<file path="config.mk">
export PLATFORM = sky130hd
export DESIGN_NAME = mem_access_unit
export DESIGN_NICKNAME = d
export VERILOG_FILES = /design/src/rtl/mem_access_unit.sv
export SDC_FILE = /design/constraint.sdc
export NUM_CORES = 1
export LEC_CHECK = 0
export CAP_MARGIN = 20
export CORE_MARGIN = 2
export CORE_UTILIZATION = 40
export DETAILED_ROUTE_END_ITERATION = 6
export PLACE_DENSITY = 0.75
export SYNTH_ARGS = -nofsm -noshare
export SYNTH_HDL_FRONTEND = slang
export SYNTH_SLANG_ARGS = --single-unit
</file>
<file path="constraint.sdc">
create_clock -name clk -period 2.2 [get_ports clk]
set_input_delay 0.33 -clock clk [delete_from_list [all_inputs] [get_ports clk]]
set_output_delay 0.33 -clock clk [all_outputs]
set_load 0.01 [all_outputs]
</file>
<file path="src/rtl/mem_access_unit.sv">
// ----------------------------------------------------------------------------
// mem_access_unit
//
// Purpose:
//   Sits between the multicycle CPU datapath and a slow, asynchronous-read
//   program/data memory. Each access accepted in IDLE drives the memory for
//   WAIT_CYCLES+1 chip-select cycles. It then signals completion with a
//   one-cycle mem_ready pulse. Requests are level-held by the datapath until it
//   sees mem_ready.
//
// Optional feature (compile-time macro MEM_ACCESS_WBUF_EN):
//   Adds a one-entry posted-write buffer. A write completes at T+1 and drains
//   to memory in the background (DRAIN state). A read to the buffered address
//   during the drain is forwarded from the buffer.
//
// Parameters:
//   WAIT_CYCLES  extra chip-select cycles beyond the first (0..15)
//   ADDR_W       address width
//   DATA_W       data width
//
// Ports:
//   clk         in   clock, rising edge
//   rst         in   asynchronous active-low reset
//   address     in   access address from the datapath
//   write_data  in   store data
//   mem_read    in   read request (level)
//   mem_write   in   write request (level, wins over mem_read)
//   read_data   out  registered read result, held until the next read
//   mem_ready   out  one-cycle completion pulse
//   busy        out  FSM not IDLE or write buffer occupied
//   sram_addr   out  registered memory address
//   sram_wdata  out  registered memory write data
//   sram_cs     out  memory chip select
//   sram_we     out  memory write enable (only while sram_cs is high)
//   sram_rdata  in   asynchronous memory read data
// ----------------------------------------------------------------------------
module mem_access_unit #(
    parameter int unsigned WAIT_CYCLES = 2,
    parameter int unsigned ADDR_W      = 13,
    parameter int unsigned DATA_W      = 8
) (
    input  logic              clk,
    input  logic              rst,
    input  logic [ADDR_W-1:0] address,
    input  logic [DATA_W-1:0] write_data,
    input  logic              mem_read,
    input  logic              mem_write,
    output logic [DATA_W-1:0] read_data,
    output logic              mem_ready,
    output logic              busy,
    output logic [ADDR_W-1:0] sram_addr,
    output logic [DATA_W-1:0] sram_wdata,
    output logic              sram_cs,
    output logic              sram_we,
    input  logic [DATA_W-1:0] sram_rdata
);

`ifdef MEM_ACCESS_WBUF_EN
    typedef enum logic [1:0] {IDLE, ACCESS, DONE, DRAIN} state_t;
`else
    typedef enum logic [1:0] {IDLE, ACCESS, DONE} state_t;
`endif

    localparam logic [3:0] WAIT_LD = 4'(WAIT_CYCLES);

    state_t              state_q, state_d;
    logic [3:0]          cnt_q, cnt_d;
    logic [ADDR_W-1:0]   addr_q, addr_d;
    logic [DATA_W-1:0]   wdata_q, wdata_d;
    logic [DATA_W-1:0]   rdata_q, rdata_d;
    logic                cs_q, cs_d;
    logic                we_q, we_d;
    logic                ready_q, ready_d;
`ifdef MEM_ACCESS_WBUF_EN
    logic                wb_valid_q, wb_valid_d;
    logic [ADDR_W-1:0]   wb_addr_q, wb_addr_d;
    logic [DATA_W-1:0]   wb_data_q, wb_data_d;
`endif

    // Requests are only sampled in IDLE and never while a ready pulse is out.
    // The datapath is still holding the request it just had completed during
    // that pulse, so it must not be accepted a second time.
    always_comb begin
        // NOTE: every signal gets its default first so no path leaves one
        // unassigned, which would otherwise infer a latch.
        state_d = state_q;
        cnt_d   = cnt_q;
        addr_d  = addr_q;
        wdata_d = wdata_q;
        rdata_d = rdata_q;
        cs_d    = cs_q;
        we_d    = we_q;
        ready_d = 1'b0;
`ifdef MEM_ACCESS_WBUF_EN
        wb_valid_d = wb_valid_q;
        wb_addr_d  = wb_addr_q;
        wb_data_d  = wb_data_q;
`endif

        case (state_q)
            IDLE: begin
                if (!ready_q) begin
                    if (mem_write) begin
                        addr_d  = address;
                        wdata_d = write_data;
                        cs_d    = 1'b1;
                        we_d    = 1'b1;
                        cnt_d   = WAIT_LD;
`ifdef MEM_ACCESS_WBUF_EN
                        // Posted: acknowledge now, write memory in DRAIN.
                        wb_valid_d = 1'b1;
                        wb_addr_d  = address;
                        wb_data_d  = write_data;
                        ready_d    = 1'b1;
                        state_d    = DRAIN;
`else
                        state_d    = ACCESS;
`endif
                    end else if (mem_read) begin
                        addr_d  = address;
                        cs_d    = 1'b1;
                        we_d    = 1'b0;
                        cnt_d   = WAIT_LD;
                        state_d = ACCESS;
                    end
                end
            end

            ACCESS: begin
                if (cnt_q == 4'd0) begin
                    if (!we_q) begin
                        rdata_d = sram_rdata;
                    end
                    cs_d    = 1'b0;
                    we_d    = 1'b0;
                    ready_d = 1'b1;
                    state_d = DONE;
                end else begin
                    cnt_d = cnt_q - 4'd1;
                end
            end

            DONE: begin
                state_d = IDLE;
            end

`ifdef MEM_ACCESS_WBUF_EN
            DRAIN: begin
                // Same-address read is served from the buffer. Any other
                // read stays pending and is picked up in IDLE after the drain.
                if (mem_read && !mem_write && !ready_q && wb_valid_q &&
                    (address == wb_addr_q)) begin
                    rdata_d = wb_data_q;
                    ready_d = 1'b1;
                end
                if (cnt_q == 4'd0) begin
                    cs_d       = 1'b0;
                    we_d       = 1'b0;
                    wb_valid_d = 1'b0;
                    state_d    = IDLE;
                end else begin
                    cnt_d = cnt_q - 4'd1;
                end
            end
`endif

            default: begin
                state_d = IDLE;
            end
        endcase
    end

    // NOTE: state registers use non-blocking assignments so every flop
    // samples the pre-edge value of the others.
    always_ff @(posedge clk or negedge rst) begin
        if (!rst) begin
            state_q    <= IDLE;
            cnt_q      <= 4'd0;
            addr_q     <= '0;
            wdata_q    <= '0;
            rdata_q    <= '0;
            cs_q       <= 1'b0;
            we_q       <= 1'b0;
            ready_q    <= 1'b0;
`ifdef MEM_ACCESS_WBUF_EN
            wb_valid_q <= 1'b0;
            wb_addr_q  <= '0;
            wb_data_q  <= '0;
`endif
        end else begin
            state_q    <= state_d;
            cnt_q      <= cnt_d;
            addr_q     <= addr_d;
            wdata_q    <= wdata_d;
            rdata_q    <= rdata_d;
            cs_q       <= cs_d;
            we_q       <= we_d;
            ready_q    <= ready_d;
`ifdef MEM_ACCESS_WBUF_EN
            wb_valid_q <= wb_valid_d;
            wb_addr_q  <= wb_addr_d;
            wb_data_q  <= wb_data_d;
`endif
        end
    end

    assign read_data  = rdata_q;
    assign mem_ready  = ready_q;
    assign sram_addr  = addr_q;
    assign sram_wdata = wdata_q;
    assign sram_cs    = cs_q;
    assign sram_we    = we_q;
`ifdef MEM_ACCESS_WBUF_EN
    assign busy = (state_q != IDLE) || wb_valid_q;
`else
    assign busy = (state_q != IDLE);
`endif

endmodule

</file>
==> flow_metrics.env, run 1 <==
export IMPL_core_region_area_um2=3660
export IMPL_initial_utilization_pct=41.6
export IMPL_synth_fa_ha_area_share_pct=1.64
export IMPL_pin_count=66
export IMPL_fp_dieH_um=65.7
export IMPL_instances_no_fill=219
export IMPL_grt_overflow_total=0
export IMPL_min_path_type="input port to async pin"
export IMPL_dieArea_um2=4320
export IMPL_first_pass_iters=4
export IMPL_power_density_nw_per_um2=1430
export IMPL_synthSimpleGateAreaFrac_pct=7.81
export IMPL_routed_wl_mm=3.12
export IMPL_crit_family="simple AND/OR/NAND/NOR gates"
export IMPL_crit_chain="inv_1, ha_1, or3b_1, nor3_4, mux2_2"
export IMPL_drt_iter0_drc=24
export IMPL_synth_fp_nets=138
export IMPL_slew_violations=0
export IMPL_vias=1066
export IMPL_cp_end_kind="flip-flop"
export IMPL_ys_seq_area_share_pct=62.4
export IMPL_htree_levels=2
export IMPL_arrival_ns=2.16
export IMPL_fin_skew_ns=0.00455
export IMPL_cts_sinks=38
export IMPL_finalCritPeriodShare_pct=90.6
export IMPL_hold_buffers=0
export IMPL_synth_seq_cells=38
export IMPL_critPathLaunchType="flip-flop"
export IMPL_grt_antenna_before_repair=0
export IMPL_grt_total_usage_pct=16.7
export IMPL_clk_path_buf_depth=2
export IMPL_timing_max_cap_violations=0
export IMPL_drcViolationCount=0
export IMPL_grt_pass1_vias=1148
export IMPL_post_synth_cell_area_avg_um2=14.8
export IMPL_synth_top_family_by_area="multiplexers"
export IMPL_root_buffer="clkbuf_8"
export IMPL_dp_hpwl_mm=2.32
export IMPL_final_layout_size_suffix_gt1_share_pct=24.0
export IMPL_netlist_instances=103
export IMPL_max_stage_delay_ns=0.47
export IMPL_yosysWarningCount=0
export IMPL_path_buf_inv=1
export IMPL_clock_latency_ns=0.28
export IMPL_synth_distinct_cells=22
export IMPL_ctsResizeCount=0
export IMPL_grt_max_degree=39
export IMPL_critPathMaxFanout=8
export IMPL_area_delta_synth_final_pct=50.4
export IMPL_setup_viol=0
export IMPL_syn_cell_area_um2=1520
export IMPL_slowest_stage="or3b_1"
export IMPL_ir_drop_mv=0.733
export IMPL_synthMuxAreaShare_pct=22.8
export IMPL_die_w_um=65.7
export IMPL_port_buffers=65
export IMPL_cts_tree="built"
export IMPL_max_freq_mhz=501
export IMPL_clkTransAtPathRegs_ns=0.07
export IMPL_place_congestion=0.739
export IMPL_drt_wirelength_per_cell_um=14.2
export IMPL_period_needed_ns=1.99
export IMPL_synth_xor_area_share_pct=0
export IMPL_setup_tns_final_ns=0
export IMPL_worst_pin_slew_ns=0.815
export IMPL_slew_limit_headroom_pct=45.6
export IMPL_rows=22
export IMPL_hold_viol_final=0
export IMPL_synth_compound_area_share_pct=3.12
export IMPL_status="complete, no violations"
export IMPL_leakagePower_nw=0.956
export IMPL_required_ns=2.37
export IMPL_cts_buffers=5
export IMPL_via_per_inst=4.87
export IMPL_drtAntennaViolNets=0
export IMPL_finalNetCount=207
export IMPL_rsz0062_at_grt="no"
export IMPL_grt_pass1_wl_mm=5.35
export IMPL_antenna_cells=0
export IMPL_fillers=297
export IMPL_worstSetupPathType="flip-flop to flip-flop"
export IMPL_post_cts_setup_buffer_count=0
export IMPL_dp_cells=213
## cell usage after synthesis
| cell | count | area (um^2) |
|---|---|---|
| nor3_4 | 1 | 16.3 |
| nand3_1 | 2 | 10.0 |
| nor2_4 | 2 | 22.5 |
| dfrtp_1 | 38 | 951 |
| nand2b_1 | 1 | 6.26 |
| nand2_1 | 1 | 3.75 |
| buf_2 | 2 | 10.0 |
| mux2i_1 | 1 | 10.0 |
| or3b_1 | 1 | 8.76 |
| o22ai_1 | 2 | 12.5 |
| o21ai_0 | 6 | 30.0 |
| or2_2 | 1 | 6.26 |
| or4_1 | 1 | 7.51 |
| nor2_1 | 3 | 11.3 |
| a21oi_1 | 1 | 5.00 |
| mux2_2 | 30 | 338 |
| nor3b_1 | 1 | 7.51 |
| or3_1 | 2 | 12.5 |
| buf_6 | 1 | 11.3 |
| nor2b_1 | 1 | 6.26 |
| ha_1 | 2 | 25.0 |
| inv_1 | 3 | 11.3 |
## per-stage QoR
stage,instance area [um^2],hold slack (ns),setup WS (ns),utilization [%],power [mW]
2_1_floorplan,1520,0.0344,0.379,-,2.05
3_3_place_gp,2210,0.468,0.313,60.3,2.78
3_5_place_dp,2210,0.477,0.202,60.3,2.85
4_1_cts,2290,0.167,0.185,62.5,3.32
5_1_grt,2290,0.203,0.0948,62.5,3.51
6_report,2290,0.140,0.206,62.5,3.27
## routing by layer
| metal | GRT usage, % | vias to the layer above | wire length [um] |
|---|---|---|---|
| met1 | 19.2 | 512 | 1230 |
| met3 | 8.73 | 4 | 343 |
| met5 | 0 | - | 0 |
| li1 | - | 496 | - |
| met2 | 26.6 | 54 | 1510 |
| met4 | 5.47 | 0 | 26 |
## cells in the final DEF (no fill, tap or decap), drive strengths merged
cell type / count
nand2b: 1
or3b: 1
nor3b: 1
o22ai: 2
nand2: 1
or4: 1
mux2: 30
clkdlybuf4s50: 64
or2: 1
mux2i: 1
nor3: 1
nor2b: 1
o21ai: 6
a21oi: 1
or3: 2
inv: 3
clkbuf: 6
ha: 2
buf: 1
nor2: 5
nand3: 2
dfrtp: 38
## report_power, final
group | switching, mW | leakage [nW] | internal (mW)
Clock | 0.220 | 0.0431 | 0.241
Sequential | 0.189 | 0.453 | 1.05
Combinational | 0.619 | 0.460 | 0.959
## worst register-to-register path, cell delays in order (launching register included)
cell     delay [ns]
dfrtp_1        0.38
inv_1          0.12
ha_1           0.18
or3b_1         0.47
nor3_4         0.35
mux2_2         0.39
## logic make-up (layout without fill, tap and decap cells)
family	Yosys count	after routing
adders and majority gates	2	2
and+or+nand+nor	17	17
DFF	38	38
AOI/OAI and AO/OA	9	9
buffers and inverters	6	74
muxes	31	31
## final cells by class
type / instances / area [um^2] / share of cell area [%]
Sequential cell: 38 / 951 / 41.5
Timing Repair Buffer: 65 / 646 / 28.2
Multi-Input combinational cell: 59 / 539 / 23.6
Clock buffer: 6 / 82.6 / 3.61
Tap cell: 48 / 60.1 / 2.62
Inverter: 3 / 11.3 / 0.492
## path summary, 6_finish.rpt
path                                           start                   endpoint  slack, ns  depth (start not counted)
max                             cnt_q[0]$_DFFE_PN0P_   read_data[7]$_DFFE_PN0P_       0.21                          5
min                                              rst        sram_we$_DFFE_PN0P_       0.14                          1
max reg2reg                     cnt_q[0]$_DFFE_PN0P_   read_data[7]$_DFFE_PN0P_       0.21                          5
min reg2reg                sram_wdata[5]$_DFFE_PN0P_  sram_wdata[5]$_DFFE_PN0P_       0.51                          1
max in group asynchronous                        rst   read_data[6]$_DFFE_PN0P_       1.55                          1
min in group clk           sram_wdata[5]$_DFFE_PN0P_  sram_wdata[5]$_DFFE_PN0P_       0.51                          1
## sequential cells by signal (all words and copies together), names as in the netlist
name        cells
sram_we         1
sram_addr      13
sram_cs         1
mem_ready       1
state_q         2
read_data       8
cnt_q           4
sram_wdata      8
(Power assumes the default switching activity.)
==> run 2, diff against run 1 <==
--- a/config.mk
+++ b/config.mk
@@ -8,8 +8,10 @@
 export CAP_MARGIN = 20
 export CORE_MARGIN = 2
 export CORE_UTILIZATION = 40
+export CTS_CLUSTER_SIZE = 12
 export DETAILED_ROUTE_END_ITERATION = 6
 export PLACE_DENSITY = 0.75
 export SYNTH_ARGS = -nofsm -noshare
 export SYNTH_HDL_FRONTEND = slang
 export SYNTH_SLANG_ARGS = --single-unit
+export TNS_END_PERCENT = 50
==> results of run 2 <==
The final DEF is identical to that of run 1; final timing and power are the same.
